[src/rtl/llac_core_sequencer.sv]
// -----------------------------------------------------------------------------
// llac_core_sequencer
//
// Control-plane sequencer for the NUM_CORES audio processing cores.
//   * Takes start/pause/stop/clear-irq commands (one per cycle) from the register
//     block and emits registered one-cycle core_pause/core_stop/core_resume pulses.
//   * Tracks a per-core lifecycle state:
//       IDLE=0, RUN=1, PAUSED=2, STOPPING=3, FAULT=4
//   * Runs a stop timeout per core. A stop ends in IDLE when core_ack is seen, or in
//     FAULT after STOP_TIMEOUT cycles. Either outcome sets the core's sticky irq bit.
//   * Each sample_tick opens a round-robin dispatch round over the cores that were in
//     RUN when the tick arrived. A tick that arrives while a round is still open is
//     dropped and counted in overrun_count.
//
// Optional feature (macro LLAC_SEQ_OVERRUN_IRQ_EN):
//   Adds a sticky overrun flag. It sets on every dropped tick, is ORed into irq_out,
//   and is cleared by a clear command to any core id.
//
// Ports:
//   clk_100mhz, resetn          clock; asynchronous active-low reset
//   cmd_valid/cmd_ready         command handshake (cmd_ready is combinational)
//   cmd_core_id, cmd_op         target core; op 00=start 01=pause 10=stop 11=clear
//   cmd_err                     one-cycle pulse on an illegal command
//   core_pause/stop/resume      one-cycle per-core control pulses
//   core_ack                    per-core stop acknowledge (level or pulse)
//   core_state                  packed 3-bit state code per core
//   sample_tick                 one strobe per audio frame
//   dispatch_valid/_core_id     dispatch grant, held until dispatch_ready
//   dispatch_ready              grant consumer handshake
//   overrun_count               saturating count of dropped ticks
//   irq_pending, irq_out        sticky per-core interrupts and their OR
// -----------------------------------------------------------------------------
module llac_core_sequencer #(
   parameter int unsigned NUM_CORES     = 4,
   parameter int unsigned STOP_TIMEOUT  = 1024,
   parameter int unsigned CORE_ID_WIDTH = $clog2(NUM_CORES)
) (
   input  logic                     clk_100mhz,
   input  logic                     resetn,
   input  logic                     cmd_valid,
   output logic                     cmd_ready,
   input  logic [CORE_ID_WIDTH-1:0] cmd_core_id,
   input  logic [1:0]               cmd_op,
   output logic                     cmd_err,
   output logic [NUM_CORES-1:0]     core_pause,
   output logic [NUM_CORES-1:0]     core_stop,
   output logic [NUM_CORES-1:0]     core_resume,
   input  logic [NUM_CORES-1:0]     core_ack,
   output logic [3*NUM_CORES-1:0]   core_state,
   input  logic                     sample_tick,
   output logic                     dispatch_valid,
   output logic [CORE_ID_WIDTH-1:0] dispatch_core_id,
   input  logic                     dispatch_ready,
   output logic [15:0]              overrun_count,
   output logic [NUM_CORES-1:0]     irq_pending,
   output logic                     irq_out
);

   typedef enum logic [2:0] {
      StIdle     = 3'd0,
      StRun      = 3'd1,
      StPaused   = 3'd2,
      StStopping = 3'd3,
      StFault    = 3'd4
   } core_st_e;

   localparam logic [1:0] OpStart = 2'b00;
   localparam logic [1:0] OpPause = 2'b01;
   localparam logic [1:0] OpStop  = 2'b10;
   localparam logic [1:0] OpClear = 2'b11;

   localparam int unsigned TimerWidth = (STOP_TIMEOUT > 1) ? $clog2(STOP_TIMEOUT) : 1;
   localparam logic [TimerWidth-1:0] TimerLast = TimerWidth'(STOP_TIMEOUT - 1);
   localparam logic [CORE_ID_WIDTH-1:0] LastId = CORE_ID_WIDTH'(NUM_CORES - 1);

   // ---------------------------------------------------------------------------
   // Per-core lifecycle FSM
   // ---------------------------------------------------------------------------
   core_st_e                state_q [NUM_CORES];
   core_st_e                state_d [NUM_CORES];
   logic [TimerWidth-1:0]   timer_q [NUM_CORES];
   logic [TimerWidth-1:0]   timer_d [NUM_CORES];
   logic [NUM_CORES-1:0]    irq_q, irq_d;
   logic [NUM_CORES-1:0]    pause_q, pause_d;
   logic [NUM_CORES-1:0]    stop_q, stop_d;
   logic [NUM_CORES-1:0]    resume_q, resume_d;
   logic                    err_q, err_d;
   logic                    cmd_fire;

   assign cmd_fire = cmd_valid && cmd_ready;

   // State register
   always_ff @(posedge clk_100mhz or negedge resetn) begin
      if (!resetn) begin
         for (int i = 0; i < NUM_CORES; i++) begin
            state_q[i] <= StIdle;
            timer_q[i] <= '0;
         end
         irq_q    <= '0;
         pause_q  <= '0;
         stop_q   <= '0;
         resume_q <= '0;
         err_q    <= 1'b0;
      end else begin
         state_q  <= state_d;
         timer_q  <= timer_d;
         irq_q    <= irq_d;
         pause_q  <= pause_d;
         stop_q   <= stop_d;
         resume_q <= resume_d;
         err_q    <= err_d;
      end
   end

   // Next-state logic
   always_comb begin
      state_d  = state_q;
      timer_d  = timer_q;
      irq_d    = irq_q;
      pause_d  = '0;
      stop_d   = '0;
      resume_d = '0;
      err_d    = 1'b0;

      // A STOPPING core never accepts a command, so the command decode and the
      // stop-completion loop below never write the same core's state.
      if (cmd_fire) begin
         unique case (cmd_op)
            OpStart: begin
               if (state_q[cmd_core_id] == StIdle || state_q[cmd_core_id] == StPaused) begin
                  state_d[cmd_core_id]  = StRun;
                  resume_d[cmd_core_id] = 1'b1;
               end else if (state_q[cmd_core_id] == StFault) begin
                  err_d = 1'b1;
               end
            end
            OpPause: begin
               if (state_q[cmd_core_id] == StRun) begin
                  state_d[cmd_core_id] = StPaused;
                  pause_d[cmd_core_id] = 1'b1;
               end else begin
                  err_d = 1'b1;
               end
            end
            OpStop: begin
               if (state_q[cmd_core_id] == StRun || state_q[cmd_core_id] == StPaused) begin
                  state_d[cmd_core_id] = StStopping;
                  timer_d[cmd_core_id] = '0;
                  stop_d[cmd_core_id]  = 1'b1;
               end else begin
                  err_d = 1'b1;
               end
            end
            OpClear: begin
               irq_d[cmd_core_id] = 1'b0;
               if (state_q[cmd_core_id] == StFault) begin
                  state_d[cmd_core_id] = StIdle;
               end
            end
         endcase
      end

      // Stop completion runs after the clear so that a set on the same bit wins.
      // An ack takes priority over a timeout in the same cycle.
      for (int i = 0; i < NUM_CORES; i++) begin
         if (state_q[i] == StStopping) begin
            if (core_ack[i]) begin
               state_d[i] = StIdle;
               irq_d[i]   = 1'b1;
            end else if (timer_q[i] == TimerLast) begin
               state_d[i] = StFault;
               irq_d[i]   = 1'b1;
            end else begin
               timer_d[i] = timer_q[i] + 1'b1;
            end
         end
      end
   end

   // Output logic
   always_comb begin
      core_state = '0;
      for (int i = 0; i < NUM_CORES; i++) begin
         core_state[3*i +: 3] = state_q[i];
      end
      cmd_ready = (state_q[cmd_core_id] != StStopping);
   end

   assign core_pause  = pause_q;
   assign core_stop   = stop_q;
   assign core_resume = resume_q;
   assign cmd_err     = err_q;
   assign irq_pending = irq_q;

   // ---------------------------------------------------------------------------
   // Round-robin dispatch
   // ---------------------------------------------------------------------------
   // A round is open exactly while a grant is presented: the grants in a round
   // follow each other with no bubble, so dv_q doubles as the round-active flag.
   logic                     dv_q, dv_d;
   logic [CORE_ID_WIDTH-1:0] did_q, did_d;
   logic [NUM_CORES-1:0]     pend_q, pend_d;
   logic [CORE_ID_WIDTH-1:0] ptr_q, ptr_d, ptr_inc;
   logic [15:0]              ovr_q, ovr_d;
   logic [NUM_CORES-1:0]     run_mask, pick_src, pick_mask;
   logic [CORE_ID_WIDTH-1:0] pick_id, idx;
   logic                     pick_found;
   logic                     tick_open, tick_drop, handshake;

   assign tick_open = sample_tick && !dv_q;
   assign tick_drop = sample_tick && dv_q;
   assign handshake = dv_q && dispatch_ready;
   assign ptr_inc   = (ptr_q == LastId) ? '0 : ptr_q + 1'b1;

   always_comb begin
      run_mask = '0;
      for (int i = 0; i < NUM_CORES; i++) begin
         run_mask[i] = (state_q[i] == StRun);
      end
   end

   // On a tick the RUN snapshot is searched; mid-round, the not-yet-granted
   // remainder is. Both searches start at the round pointer, which keeps the
   // grants of a round in wrapped ascending order.
   assign pick_src = tick_open ? run_mask : pend_q;

   always_comb begin
      pick_found = 1'b0;
      pick_id    = '0;
      pick_mask  = '0;
      idx        = '0;
      for (int unsigned i = 0; i < NUM_CORES; i++) begin
         idx = CORE_ID_WIDTH'((32'(ptr_q) + i) % NUM_CORES);
         if (!pick_found && pick_src[idx]) begin
            pick_found     = 1'b1;
            pick_id        = idx;
            pick_mask[idx] = 1'b1;
         end
      end
   end

   always_comb begin
      dv_d   = dv_q;
      did_d  = did_q;
      pend_d = pend_q;
      ptr_d  = ptr_q;
      ovr_d  = ovr_q;
      if (tick_open) begin
         if (pick_found) begin
            dv_d   = 1'b1;
            did_d  = pick_id;
            pend_d = run_mask & ~pick_mask;
         end else begin
            // Empty snapshot: the round closes at once but still rotates the pointer.
            ptr_d = ptr_inc;
         end
      end else if (handshake) begin
         if (pick_found) begin
            did_d  = pick_id;
            pend_d = pend_q & ~pick_mask;
         end else begin
            dv_d  = 1'b0;
            ptr_d = ptr_inc;
         end
      end
      if (tick_drop && ovr_q != 16'hFFFF) begin
         ovr_d = ovr_q + 16'd1;
      end
   end

   always_ff @(posedge clk_100mhz or negedge resetn) begin
      if (!resetn) begin
         dv_q   <= 1'b0;
         did_q  <= '0;
         pend_q <= '0;
         ptr_q  <= '0;
         ovr_q  <= '0;
      end else begin
         dv_q   <= dv_d;
         did_q  <= did_d;
         pend_q <= pend_d;
         ptr_q  <= ptr_d;
         ovr_q  <= ovr_d;
      end
   end

   assign dispatch_valid   = dv_q;
   assign dispatch_core_id = did_q;
   assign overrun_count    = ovr_q;

   // ---------------------------------------------------------------------------
   // Interrupt aggregation
   // ---------------------------------------------------------------------------
`ifdef LLAC_SEQ_OVERRUN_IRQ_EN
   logic ovf_flag_q;

   always_ff @(posedge clk_100mhz or negedge resetn) begin
      if (!resetn) begin
         ovf_flag_q <= 1'b0;
      end else if (tick_drop) begin
         ovf_flag_q <= 1'b1;
      end else if (cmd_fire && cmd_op == OpClear) begin
         ovf_flag_q <= 1'b0;
      end
   end

   assign irq_out = (|irq_q) | ovf_flag_q;
`else
   assign irq_out = |irq_q;
`endif

endmodule

[config.mk]
export PLATFORM = sky130hd
export DESIGN_NAME = llac_core_sequencer
export DESIGN_NICKNAME = d
export VERILOG_FILES = /design/src/rtl/llac_core_sequencer.sv
export SDC_FILE = /design/constraint.sdc
export NUM_CORES = 1
export LEC_CHECK = 0
export BUFFER_PORTS_ARGS = -buffer_cell sky130_fd_sc_hd__buf_2
export CORE_MARGIN = 5
export CORE_UTILIZATION = 30
export CTS_CLUSTER_DIAMETER = 120
export CTS_CLUSTER_SIZE = 28
export DETAILED_ROUTE_END_ITERATION = 10
export PLACE_DENSITY = 0.52
export SLEW_MARGIN = 20
export SYNTH_ARGS = -nofsm -noshare
export SYNTH_HDL_FRONTEND = slang
export SYNTH_SLANG_ARGS = --single-unit
[constraint.sdc]
create_clock -name clk_100mhz -period 2.7 [get_ports clk_100mhz]
set_input_delay 0.135 -clock clk_100mhz [delete_from_list [all_inputs] [get_ports clk_100mhz]]
set_output_delay 0.135 -clock clk_100mhz [all_outputs]
set_load 0.02 [all_outputs]
After elaboration in Yosys (flattened, before gate mapping) --
Index checks and enable logic that the tools add are counted.
Operators by class: add/sub/neg operators 9, magnitude comparators 12, equal/unequal tests 24, mux-type cells 115, bitwise gates (word level) 22, reduce and logical (&&, ||, !) cells 26
Operator list (number):
- 10-bit 2-to-1 mux | 13
- 40-bit 2-to-1 mux | 3
- 4-bit 2-to-1 mux | 20
- 12-bit 2-to-1 mux | 5
- 12-bit case mux with 4 select lines | 1
- 3-bit 2-to-1 mux | 15
- 10-bit by 1-bit adder with 10-bit output (second input constant) | 4
- 40-bit AND | 1
- 10-bit == test (second input constant) | 4
- 40-bit inverter | 1
- 1-bit 2-to-1 mux | 34
- 2-bit 2-to-1 mux | 11
- 10-bit demux with 2-bit select | 1
- 4-bit bitwise OR | 5
- 16-bit by 1-bit adder with 16-bit output (second input constant) | 1
- 4-bit AND | 4
- 8-bit AND | 2
- 16-bit inequality test (second input constant) | 1
- 8-bit inverter | 2
- 3-bit by 1-bit == test with 1-bit output (second input constant) | 5
- 3-bit by 2-bit == test with 1-bit output (second input constant) | 5
- 2-bit by 3-bit < comparator with 1-bit output (second input constant) | 5
- 1-bit logical AND | 14
- 12-bit AND | 1
- other kinds (27) | 50
Storage, ports and cells: register bits 94, input port bits 13, word-level logic and storage cells 226

Logic depth before layout (Yosys ltp) --
Gate-level depths: netlist (run 1).
depth in word-level cells 20, depth in mapped cells 9, gate-level depth less buffers 8

Worst setup path before layout (run 1) --
No wires, ideal clock.
path type reg-to-reg, start register ovr_q[0], in the netlist overrun_count[0], end register ovr_q[15], in the netlist overrun_count[15], setup time 0.129 ns, arrival time 2.270 ns, required time 2.571 ns, path slack 0.301 ns, stages on the path, launching flop included 10, path buffers 2, clock period less this slack 2.399 ns, cells stage by stage dfrtp_1 > ha_1 > and3_1 > clkbuf_1 > and3_1 > a31oi_2 > and4_1 > clkbuf_1 > nand4_1 > xnor2_1
On the way: word-level cells in the longest chain between the ends 2, elaborated cells between the ends (all ways) 3, those cells by class 1 x add/sub; 1 x eq/ne; 1 x reduce/logical
RTL lines:
- start: declaration | line 204 | logic [15:0] ovr_q, ovr_d;
- start signal: assignment | line 283 | ovr_q <= ovr_d;
- branches (longest 2 deep; another with 16-bit by 1-bit adder with 16-bit output)
Several ways; the timed one is not identified. A chain may end at the register's enable or synchronous reset.

Worst setup path after layout (run 1) --
start register dv_q, in the netlist dispatch_valid, end register pend_q[3]
On the way: word-level cells in the longest chain between the ends 20, elaborated cells between the ends (all ways) 40, those cells by class 2 x eq/ne; 21 x mux; 6 x bitwise; 11 x reduce/logical
RTL lines:
- start: declaration | line 200 | logic dv_q, dv_d;
- start signal: assignment | line 279 | dv_q <= dv_d;
- 1-bit zero test | line 210 | assign tick_open = sample_tick && !dv_q;
- 1-bit logical AND | line 210
- 4-bit 2-to-1 mux | line 225 | assign pick_src = tick_open ? run_mask : pend_q;
- 1-bit binary-select mux with 2-bit select | line 234 | if (!pick_found && pick_src[idx]) begin
- 1-bit 2-to-1 mux (not written as such) | line 234
- 1-bit 2-to-1 mux | line 234
- 1-bit zero test | line 234
- 1-bit logical AND | line 234
- (+4 left out)
- 1-bit zero test | line 234
- 1-bit logical AND | line 234
- 4-bit 2-to-1 mux | line 234
- 4-bit inverter | line 252, 260
- 4-bit AND | line 260 | pend_d = pend_q & ~pick_mask;
- 4-bit 2-to-1 mux | line 258 | if (pick_found) begin
- 4-bit 2-to-1 mux | line 257 | end else if (handshake) begin
- 4-bit 2-to-1 mux | line 248 | if (tick_open) begin
- end signal: assignment | line 281 | pend_q <= pend_d;
- end: declaration | line 202 | logic [NUM_CORES-1:0] pend_q, pend_d;
Several ways; a longest one is shown, not always the timed one. The select of a mux whose other input is x is not followed.

==> impl_metrics.env, run 1 <==
export IMPL_worst_ep_required_time_ns=2.93
export IMPL_number_of_buffers_and_inverters_on_the_critical_path=0
export IMPL_min_from="sample_tick"
export IMPL_tightest_pin_transition_ns=0.607
export IMPL_post_route_clock_period_utilization_pct=92.3
export IMPL_min_path_type="in -> reg"
export IMPL_nFillCells=1767
export IMPL_whs_ns=0.0623
export IMPL_gpl_final_weighted_congestion=0.869
export IMPL_syn_cell_area_um2=5340
export IMPL_first_iter_violations=392
export IMPL_cp_arrival_ns=2.73
export IMPL_design_die_area_um2=20600
export IMPL_clock_skew_ns=0.00678
export IMPL_status="finished, final reports clean"
export IMPL_asyncSetResetFlopFracSynth_pct=100
export IMPL_max_vdd_ir_drop_uv=450
export IMPL_die_height_um=143
export IMPL_drt_wl_total_um=14200
export IMPL_startpoint="dispatch_valid"
export IMPL_grt_usage_pct=14.3
export IMPL_post_cts_setup_buffers=0
export IMPL_sequential_fraction_of_the_synthesis_area_pct=44.0
export IMPL_global_route_overflow=0
export IMPL_synth_cell_types=72
export IMPL_achievable_frequency_ghz=0.401
export IMPL_insertion_delay_ns=0.34
export IMPL_final_setup_viol_count=0
export IMPL_io_pins=63
export IMPL_power_static_leakage_nw=2.85
export IMPL_number_of_flip_flops_and_latches_in_the_synthesized_netlist=94
export IMPL_final_nets=659
export IMPL_fin_total_pwr_mw=5.38
export IMPL_global_route_wire_length_before_repair_um=23700
export IMPL_start_util_pct=30.8
export IMPL_placementRows=48
export IMPL_setup_worst_path_start_class="flip-flop"
export IMPL_final_layout_setup_total_negative_slack_ns=0
export IMPL_rsz0062_at_grt="false"
export IMPL_antenna_diode_count=0
export IMPL_via_count_of_the_first_global_routing_pass=4567
export IMPL_category_of_cells_accounting_for_the_largest_share_of_critical_path_delay="multiplexers"
export IMPL_grt_start_max_net_pins=51
export IMPL_final_routed_drc_violation_total=0
export IMPL_final_hold_violation_count=0
export IMPL_most_common_layout_cells="sky130_fd_sc_hd__dfrtp_1 (94), sky130_fd_sc_hd__buf_2 (61), sky130_fd_sc_hd__nor2_1 (56)"
export IMPL_critical_path_endpoint_type="flip-flop"
export IMPL_relSlewSlack_pct=59.5
export IMPL_cts_htree_levels=3
export IMPL_post_dp_hpwl_um=10400
export IMPL_r2r_start="dispatch_valid"
export IMPL_cts_root_to_sink_buffers=2
export IMPL_synthFlopType="sky130_fd_sc_hd__dfrtp_1"
export IMPL_synth_edff_count=0
export IMPL_crit_path_cell_trace="nor2b_4 -> mux2_4 -> mux4_1 -> a41oi_2 -> a221oi_1 -> a22o_1"
export IMPL_tritoncts_clock_tree="built"
export IMPL_dieWidth_um=143
export IMPL_via_per_inst=5.50
export IMPL_cp_max_fo=9
export IMPL_mappedNetlistNets=587
export IMPL_synthesis_yosys_warnings=0
export IMPL_detailedRoute_firstPassIterationCount=5
export IMPL_cpMaxStageDelayCell="sky130_fd_sc_hd__mux4_1"
export IMPL_synthCells=565
export IMPL_drtAntennaViolNets=0
export IMPL_cts_clock_pin_slew_for_the_worst_setup_and_hold_paths_ns=0.07
export IMPL_cp_slowest_stage_delay_ns=0.57
export IMPL_io_buffers=62
export IMPL_fin_ws_ns=0.207
export IMPL_timing_max_transition_violations_final=0
export IMPL_dp_worst_setup_slack_ns=0.166
export IMPL_antenna_found_initial=0
export IMPL_core_um2=17400
export IMPL_area_delta_synth_final_pct=17.9
export IMPL_synth_area_per_cell_um2=9.46
export IMPL_layout_commonest_cell="sky130_fd_sc_hd__dfrtp_1"
export IMPL_p_per_area_nw_per_um2=855
export IMPL_numCtsBuffers=9
export IMPL_critical_path_class="reg -> reg"
export IMPL_cts_root_buf="sky130_fd_sc_hd__clkbuf_16"
export IMPL_via_count=4760
export IMPL_max_cap_violations=0
export IMPL_clkSinkCount=94
export IMPL_final_layout_size_suffix_gt1_share_pct=18.6
export IMPL_shortest_clock_period_the_worst_path_allows_after_layout_ns=2.49
export IMPL_routed_wire_length_per_instance_um=16.4
synth_stat cells (all sizes together), types with 3 or more instances:
master | instances | area, µm²
a41oi | 4 | 42.6
nand3 | 31 | 155
o21ai | 43 | 215
and4 | 6 | 52.6
and3 | 15 | 93.8
inv | 9 | 33.8
and2 | 9 | 56.3
o211ai | 3 | 22.5
nand4 | 22 | 138
a211o | 4 | 35.0
o31ai | 5 | 37.5
nor3 | 9 | 56.3
xor2 | 14 | 123
nand2 | 52 | 195
nand3b | 6 | 45.0
nor3b | 6 | 45.0
a221oi | 6 | 58.8
mux4 | 5 | 116
dfrtp | 94 | 2350
nor2 | 57 | 216
mux2i | 7 | 70.1
ha | 9 | 113
a21oi | 21 | 105
buf | 4 | 28.8
o32ai | 3 | 26.3
o21a | 5 | 37.5
nand2b | 11 | 68.8
nor2b | 9 | 58.8
o22ai | 6 | 37.5
nor4 | 6 | 37.5
a22o | 5 | 43.8
and3b | 3 | 26.3
a31oi | 5 | 37.5
clkbuf | 15 | 56.3
xnor2 | 15 | 139
a21o | 5 | 37.5
mux2 | 5 | 67.6
or3 | 3 | 18.8
layer usage:
layer  GRT usage [%]  routed length, µm
met1            19.1               6500
met2            23.1               6590
met3            3.33                821
met4            4.31                269
met5               0                  0
worst min-delay path: cells and delay by family:
family	cells	cell delay, ns
and+or+nand+nor	2	0.12
buffers and inverters	1	0.12
registers in the layout, summed over array words and instances (netlist names), 4 cells and up:
signal	cells
overrun_count	16
core_state	12
irq_pending	4
timer_q	40
pend_q	4
core_resume	4
core_pause	4
core_stop	4
per-stage QoR:
| step | std cells | utilization, % | cell area, µm² |
|---|---|---|---|
| 6_report | 866 | 36.3 | 6300 |
| 5_1_grt | 866 | 36.3 | 6300 |
| 3_5_place_dp | 850 | 34.5 | 5990 |
| 4_1_cts | 866 | 36.2 | 6290 |
| 2_1_floorplan | 565 | - | 5340 |
| 3_3_place_gp | 850 | 34.5 | 5990 |
worst paths after layout:
path,to,cells after the start,slack (ns)
max,pend_q[3],6,0.21
min,dispatch_valid,3,0.06
max reg2reg,pend_q[3],6,0.21
min reg2reg,overrun_count[7],1,0.48
max in group asynchronous,timer_q[9],3,1.67
min in group asynchronous,timer_q[27],2,0.34
cells by family (layout without fill, tap and decap cells):
logic type	Yosys count	count (layout)	synth area share, %
simple gates	256	256	25.4
compound gates	132	132	16.6
flops	94	94	44.0
xor+xnor	29	29	4.89
buf+inv	28	104	2.22
mux	17	17	4.75
fa+ha+maj	9	9	2.11
repair_timing:
item | in CTS | in global routing
endpoints found under the hold margin | 44 | 0
endpoints found under the setup margin | 0 | 6
hold buffers | 1 | 0
resized for setup | 0 | 2
where the power goes:
| group | internal, mW | switching, mW |
|---|---|---|
| Clock | 0.715 | 0.550 |
| Combinational | 0.865 | 1.28 |
| Sequential | 1.68 | 0.296 |
final cells by class:
type | instances | area [µm²] | area share [%]
repair buffers | 80 | 463 | 7.35
flip-flops and latches | 94 | 2350 | 37.3
inverters | 9 | 33.8 | 0.536
well taps | 225 | 282 | 4.47
clock inverters | 5 | 58.8 | 0.934
multi-input cells | 443 | 2880 | 45.7
clock buffers | 10 | 229 | 3.64
Note: power is estimated with default switching activity, not from simulation.
==> run 2, diff against run 1 <==
- CELL_PAD_IN_SITES_DETAIL_PLACEMENT: default -> 1
- CELL_PAD_IN_SITES_GLOBAL_PLACEMENT: default -> 1
- PLACE_DENSITY: 0.52 -> 0.62
==> impl_metrics.env, run 2 (synthesis results as in run 1) <==
export IMPL_gpl_final_weighted_congestion=0.825
export IMPL_post_dp_hpwl_um=11800
export IMPL_layout_commonest_cell="sky130_fd_sc_hd__dfrtp_1"
export IMPL_final_layout_setup_total_negative_slack_ns=0
export IMPL_clkSinkCount=94
export IMPL_routed_wire_length_per_instance_um=18.3
export IMPL_post_route_clock_period_utilization_pct=94.2
export IMPL_crit_path_cell_trace="nor2b_2 -> mux2_4 -> mux4_1 -> a41oi_2 -> a221oi_1 -> a22o_1"
export IMPL_global_route_wire_length_before_repair_um=26700
export IMPL_top_usage_layer="met2"
export IMPL_min_from="sample_tick"
export IMPL_max_cap_violations=0
export IMPL_start_util_pct=30.8
export IMPL_insertion_delay_ns=0.35
export IMPL_grt_met1_usage_pct=21.8
export IMPL_cts_root_to_sink_buffers=2
export IMPL_min_path_type="in -> reg"
export IMPL_registers_top_by_ff_count="timer_q"
export IMPL_cpMaxStageDelayCell="sky130_fd_sc_hd__mux4_1"
export IMPL_final_layout_size_suffix_gt1_share_pct=19.5
export IMPL_design_die_area_um2=20600
export IMPL_via_count=4778
export IMPL_cts_root_buf="sky130_fd_sc_hd__clkbuf_16"
export IMPL_worst_ep_required_time_ns=2.94
export IMPL_final_setup_viol_count=0
export IMPL_tightest_pin_transition_ns=0.650
export IMPL_first_iter_violations=351
export IMPL_cp_slowest_stage_delay_ns=0.57
export IMPL_cts_htree_levels=3
export IMPL_final_routed_drc_violation_total=0
export IMPL_cp_arrival_ns=2.78
export IMPL_startpoint="dispatch_valid"
export IMPL_whs_ns=0.0778
export IMPL_critical_path_endpoint_type="flip-flop"
export IMPL_io_buffers=62
export IMPL_power_static_leakage_nw=2.89
export IMPL_detailedRoute_firstPassIterationCount=4
export IMPL_post_cts_setup_buffers=0
export IMPL_number_of_buffers_and_inverters_on_the_critical_path=0
export IMPL_antenna_found_initial=0
export IMPL_relSlewSlack_pct=55.4
export IMPL_critical_path_class="reg -> reg"
export IMPL_grt_util_met2_pct=26.1
export IMPL_via_count_of_the_first_global_routing_pass=4978
export IMPL_r2r_start="dispatch_valid"
export IMPL_core_um2=17400
export IMPL_rsz0062_at_grt="false"
export IMPL_drt_wl_total_um=15900
export IMPL_achievable_frequency_ghz=0.393
export IMPL_area_delta_synth_final_pct=18.5
export IMPL_category_of_cells_accounting_for_the_largest_share_of_critical_path_delay="multiplexers"
export IMPL_io_pins=63
export IMPL_via_per_inst=5.48
export IMPL_antenna_diode_count=0
export IMPL_setup_worst_path_start_class="flip-flop"
export IMPL_cts_clock_pin_slew_for_the_worst_setup_and_hold_paths_ns=0.07
export IMPL_tritoncts_clock_tree="built"
export IMPL_max_vdd_ir_drop_uv=449
export IMPL_p_per_area_nw_per_um2=854
export IMPL_grt_util_met3_pct=3.36
export IMPL_placementRows=48
export IMPL_drtAntennaViolNets=0
export IMPL_timing_max_transition_violations_final=0
export IMPL_dieWidth_um=143
export IMPL_grt_start_max_net_pins=51
export IMPL_final_nets=665
export IMPL_most_common_layout_cells="sky130_fd_sc_hd__dfrtp_1 (94), sky130_fd_sc_hd__buf_2 (61), sky130_fd_sc_hd__nor2_1 (56)"
export IMPL_final_hold_violation_count=0
export IMPL_clock_skew_ns=0.00808
export IMPL_numCtsBuffers=9
export IMPL_cp_max_fo=9
export IMPL_die_height_um=143
export IMPL_number_of_flip_flops_under_the_largest_register_name=40
export IMPL_shortest_clock_period_the_worst_path_allows_after_layout_ns=2.54
export IMPL_status="finished, final reports clean"
export IMPL_global_route_overflow=0
export IMPL_grt_usage_pct=16.1
==> run 2: path summary, 6_finish.rpt <==
path / endpoint / slack [ns] / depth (start not counted)
worst max-delay path: pend_q[2] / 0.16 / 6
worst min-delay path: dispatch_valid / 0.08 / 3
worst max register to register: pend_q[2] / 0.16 / 6
worst min register to register: dispatch_core_id[1] / 0.49 / 1
max in group asynchronous: ptr_q[1] / 1.67 / 3
min in group asynchronous: timer_q[28] / 0.34 / 2
==> run 2: repair_timing <==
| item | in CTS | in global routing |
|---|---|---|
| hold buffers | 1 | 0 |
| gates resized for setup | 0 | 1 |
| setup endpoints to repair | 0 | 1 |
| endpoints found under the hold margin | 44 | 0 |
==> run 2: worst min-delay path, stage by stage <==
cell and delay, ns:
sky130_fd_sc_hd__buf_2 0.12, sky130_fd_sc_hd__nor2_1 0.05, sky130_fd_sc_hd__nor2_1 0.08
==> run 2: routing by layer <==
| metal | routed length, µm | vias to the layer above | share of wire, % |
|---|---|---|---|
| met2 | 7440 | 111 | 47 |
| met5 | 0 | - | 0 |
| met4 | 250 | 0 | 1.6 |
| met3 | 853 | 18 | 5.4 |
| li1 | - | 2252 | - |
| met1 | 7390 | 2397 | 46 |
==> run 2: area by class of cell <==
cell class / count / area (µm²)
clock inverter: 5 / 42.5
fill: 2008 / 11000
sequential: 94 / 2350
inverter: 9 / 33.8
timing repair buffer: 86 / 508
clock buffer: 10 / 239
multi-input combinational: 443 / 2880
tap: 225 / 282
==> run 2: through the flow <==
step / utilization, % / power [mW] / setup slack (ns) / cell area (µm²) / std cells
after floorplan: - / 3.40 / 0.301 / 5340 / 565
after global placement: 34.8 / 4.12 / 0.251 / 6040 / 856
after detailed placement: 34.8 / 4.19 / 0.152 / 6040 / 856
after CTS: 36.5 / 5.46 / 0.162 / 6330 / 872
after global routing: 36.5 / 5.77 / 0.0236 / 6330 / 872
final: 36.5 / 5.41 / 0.156 / 6330 / 872
==> run 2: power by group <==
part / internal, mW / switching (mW) / leakage (nW)
clock: 0.658 / 0.573 / 0.141
sequential: 1.68 / 0.282 / 1.26
combinational: 0.887 / 1.32 / 1.49
==> run 3, diff against run 2 <==
==> constraint.sdc (replaced) <==
create_clock -name clk_100mhz -period 2.7 [get_ports clk_100mhz]
set_input_delay 0.27 -clock clk_100mhz [delete_from_list [all_inputs] [get_ports clk_100mhz]]
set_output_delay 0.27 -clock clk_100mhz [all_outputs]
set_load 0.02 [all_outputs]
==> impl_metrics.env, run 3 (synthesis results as in run 1) <==
export IMPL_antenna_found_initial=0
export IMPL_critical_path_class="reg -> reg"
export IMPL_rsz0062_at_grt="false"
export IMPL_setup_worst_path_start_class="flip-flop"
export IMPL_timing_max_transition_violations_final=0
export IMPL_postCtsResizedCells=0
export IMPL_power_static_leakage_nw=2.93
export IMPL_tightest_pin_transition_ns=0.571
export IMPL_dieWidth_um=143
export IMPL_io_buffers=62
export IMPL_clock_skew_ns=0.0122
export IMPL_layout_commonest_cell="sky130_fd_sc_hd__dfrtp_1"
export IMPL_final_setup_viol_count=0
export IMPL_tritoncts_clock_tree="built"
export IMPL_whs_ns=0.173
export IMPL_drt_wl_total_um=15800
export IMPL_max_cap_violations=0
export IMPL_most_common_layout_cells="sky130_fd_sc_hd__dfrtp_1 (94), sky130_fd_sc_hd__buf_2 (61), sky130_fd_sc_hd__nor2_1 (56)"
export IMPL_min_path_type="in -> reg"
export IMPL_number_of_flip_flops_under_the_largest_register_name=40
export IMPL_cts_root_buf="sky130_fd_sc_hd__clkbuf_16"
export IMPL_cp_max_fo=9
export IMPL_wl_met3_um=756
export IMPL_relSlewSlack_pct=61.9
export IMPL_area_delta_synth_final_pct=20.4
export IMPL_cts_clock_pin_slew_for_the_worst_setup_and_hold_paths_ns=0.07
export IMPL_max_vdd_ir_drop_uv=513
export IMPL_shortest_clock_period_the_worst_path_allows_after_layout_ns=2.54
export IMPL_die_height_um=143
export IMPL_cp_arrival_ns=2.78
export IMPL_post_route_clock_period_utilization_pct=94.3
export IMPL_start_util_pct=30.8
export IMPL_worst_ep_required_time_ns=2.94
export IMPL_met1Wirelength_um=7110
export IMPL_numCtsBuffers=9
export IMPL_final_hold_violation_count=0
export IMPL_post_dp_hpwl_um=11700
export IMPL_insertion_delay_ns=0.35
export IMPL_grt_start_max_net_pins=54
export IMPL_grt_usage_pct=16.0
export IMPL_detailedRoute_firstPassIterationCount=4
export IMPL_nFillCells=2026
export IMPL_final_layout_size_suffix_gt1_share_pct=19.4
export IMPL_placementRows=48
export IMPL_via_count=4727
export IMPL_routed_wire_length_per_instance_um=18.1
export IMPL_global_route_wire_length_before_repair_um=26400
export IMPL_via_count_of_the_first_global_routing_pass=4951
export IMPL_cts_htree_levels=3
export IMPL_io_pins=63
export IMPL_via_per_inst=5.41
export IMPL_achievable_frequency_ghz=0.393
export IMPL_drtAntennaViolNets=0
export IMPL_first_iter_violations=239
export IMPL_p_per_area_nw_per_um2=900
export IMPL_core_um2=17400
export IMPL_registers_top_by_ff_count="timer_q"
export IMPL_final_nets=665
export IMPL_final_routed_drc_violation_total=0
export IMPL_cts_root_to_sink_buffers=2
export IMPL_clkSinkCount=94
export IMPL_critical_path_endpoint_type="flip-flop"
export IMPL_design_die_area_um2=20600
export IMPL_global_route_overflow=0
export IMPL_detailroute_wirelength_met2_um=7750
export IMPL_final_layout_setup_total_negative_slack_ns=0
export IMPL_highest_layer="met4"
export IMPL_status="finished, final reports clean"
export IMPL_gpl_final_weighted_congestion=0.888
-- run 3: per-stage QoR --
step / cell area (µm²) / setup slack (ns) / power (mW) / utilization, % / instances
finish: 6430 / 0.155 / 5.79 / 37.1 / 874
global route: 6430 / 0.00661 / 6.16 / 37.0 / 873
CTS: 6430 / 0.159 / 5.86 / 37.0 / 873
detailed placement: 6040 / 0.162 / 4.20 / 34.8 / 856
global placement: 6040 / 0.201 / 4.13 / 34.8 / 856
floorplan: 5340 / 0.301 / 3.40 / - / 565
-- run 3: per-layer routing --
layer / track usage [%] / vias up
li1: - / 2247
met1: 21.0 / 2377
met2: 26.5 / 93
met3: 4.29 / 10
met4: 3.47 / 0
met5: 0 / -
-- run 3: final timing paths --
| check | start | to | slack (ns) | cells after the start |
|---|---|---|---|---|
| max | dispatch_valid | pend_q[0] | 0.16 | 6 |
| min | sample_tick | dispatch_valid | 0.17 | 3 |
| max reg2reg | dispatch_valid | pend_q[0] | 0.16 | 6 |
| min reg2reg | overrun_count[7] | overrun_count[7] | 0.49 | 1 |
| max in group asynchronous | resetn | core_state[10] | 1.55 | 3 |
| min in group asynchronous | resetn | timer_q[27] | 0.44 | 2 |
-- run 3: repair_timing --
item / 4_1_cts / 5_1_grt
hold endpoints to repair: 41 / 0
hold buffers: 1 / 0
buffers inserted: 0 / 0
-- run 3: cell type report --
class,instances,area [µm²],share of cell area [%]
timing repair buffer,86,508,7.90
tap,225,282,4.38
multi-input combinational,443,2870,44.6
clock buffer,11,253,3.93
inverter,9,33.8,0.525
antenna,1,2.50,0.0389
clock inverter,5,129,2.00
sequential,94,2350,36.6
-- run 3: where the power goes --
part | switching [mW] | total, mW | internal [mW]
combinational | 1.31 | 2.21 | 0.898
clock | 0.559 | 1.61 | 1.05
sequential | 0.286 | 1.97 | 1.68
total | 2.16 | 5.79 | 3.63
-- run 3: critical path, stage by stage (launching register included) --
cell,delay [ns]
sky130_fd_sc_hd__dfrtp_1,0.43
sky130_fd_sc_hd__nor2b_2,0.34
sky130_fd_sc_hd__mux2_4,0.38
sky130_fd_sc_hd__mux4_1,0.57
sky130_fd_sc_hd__a41oi_2,0.34
sky130_fd_sc_hd__a221oi_1,0.15
sky130_fd_sc_hd__a22o_1,0.21
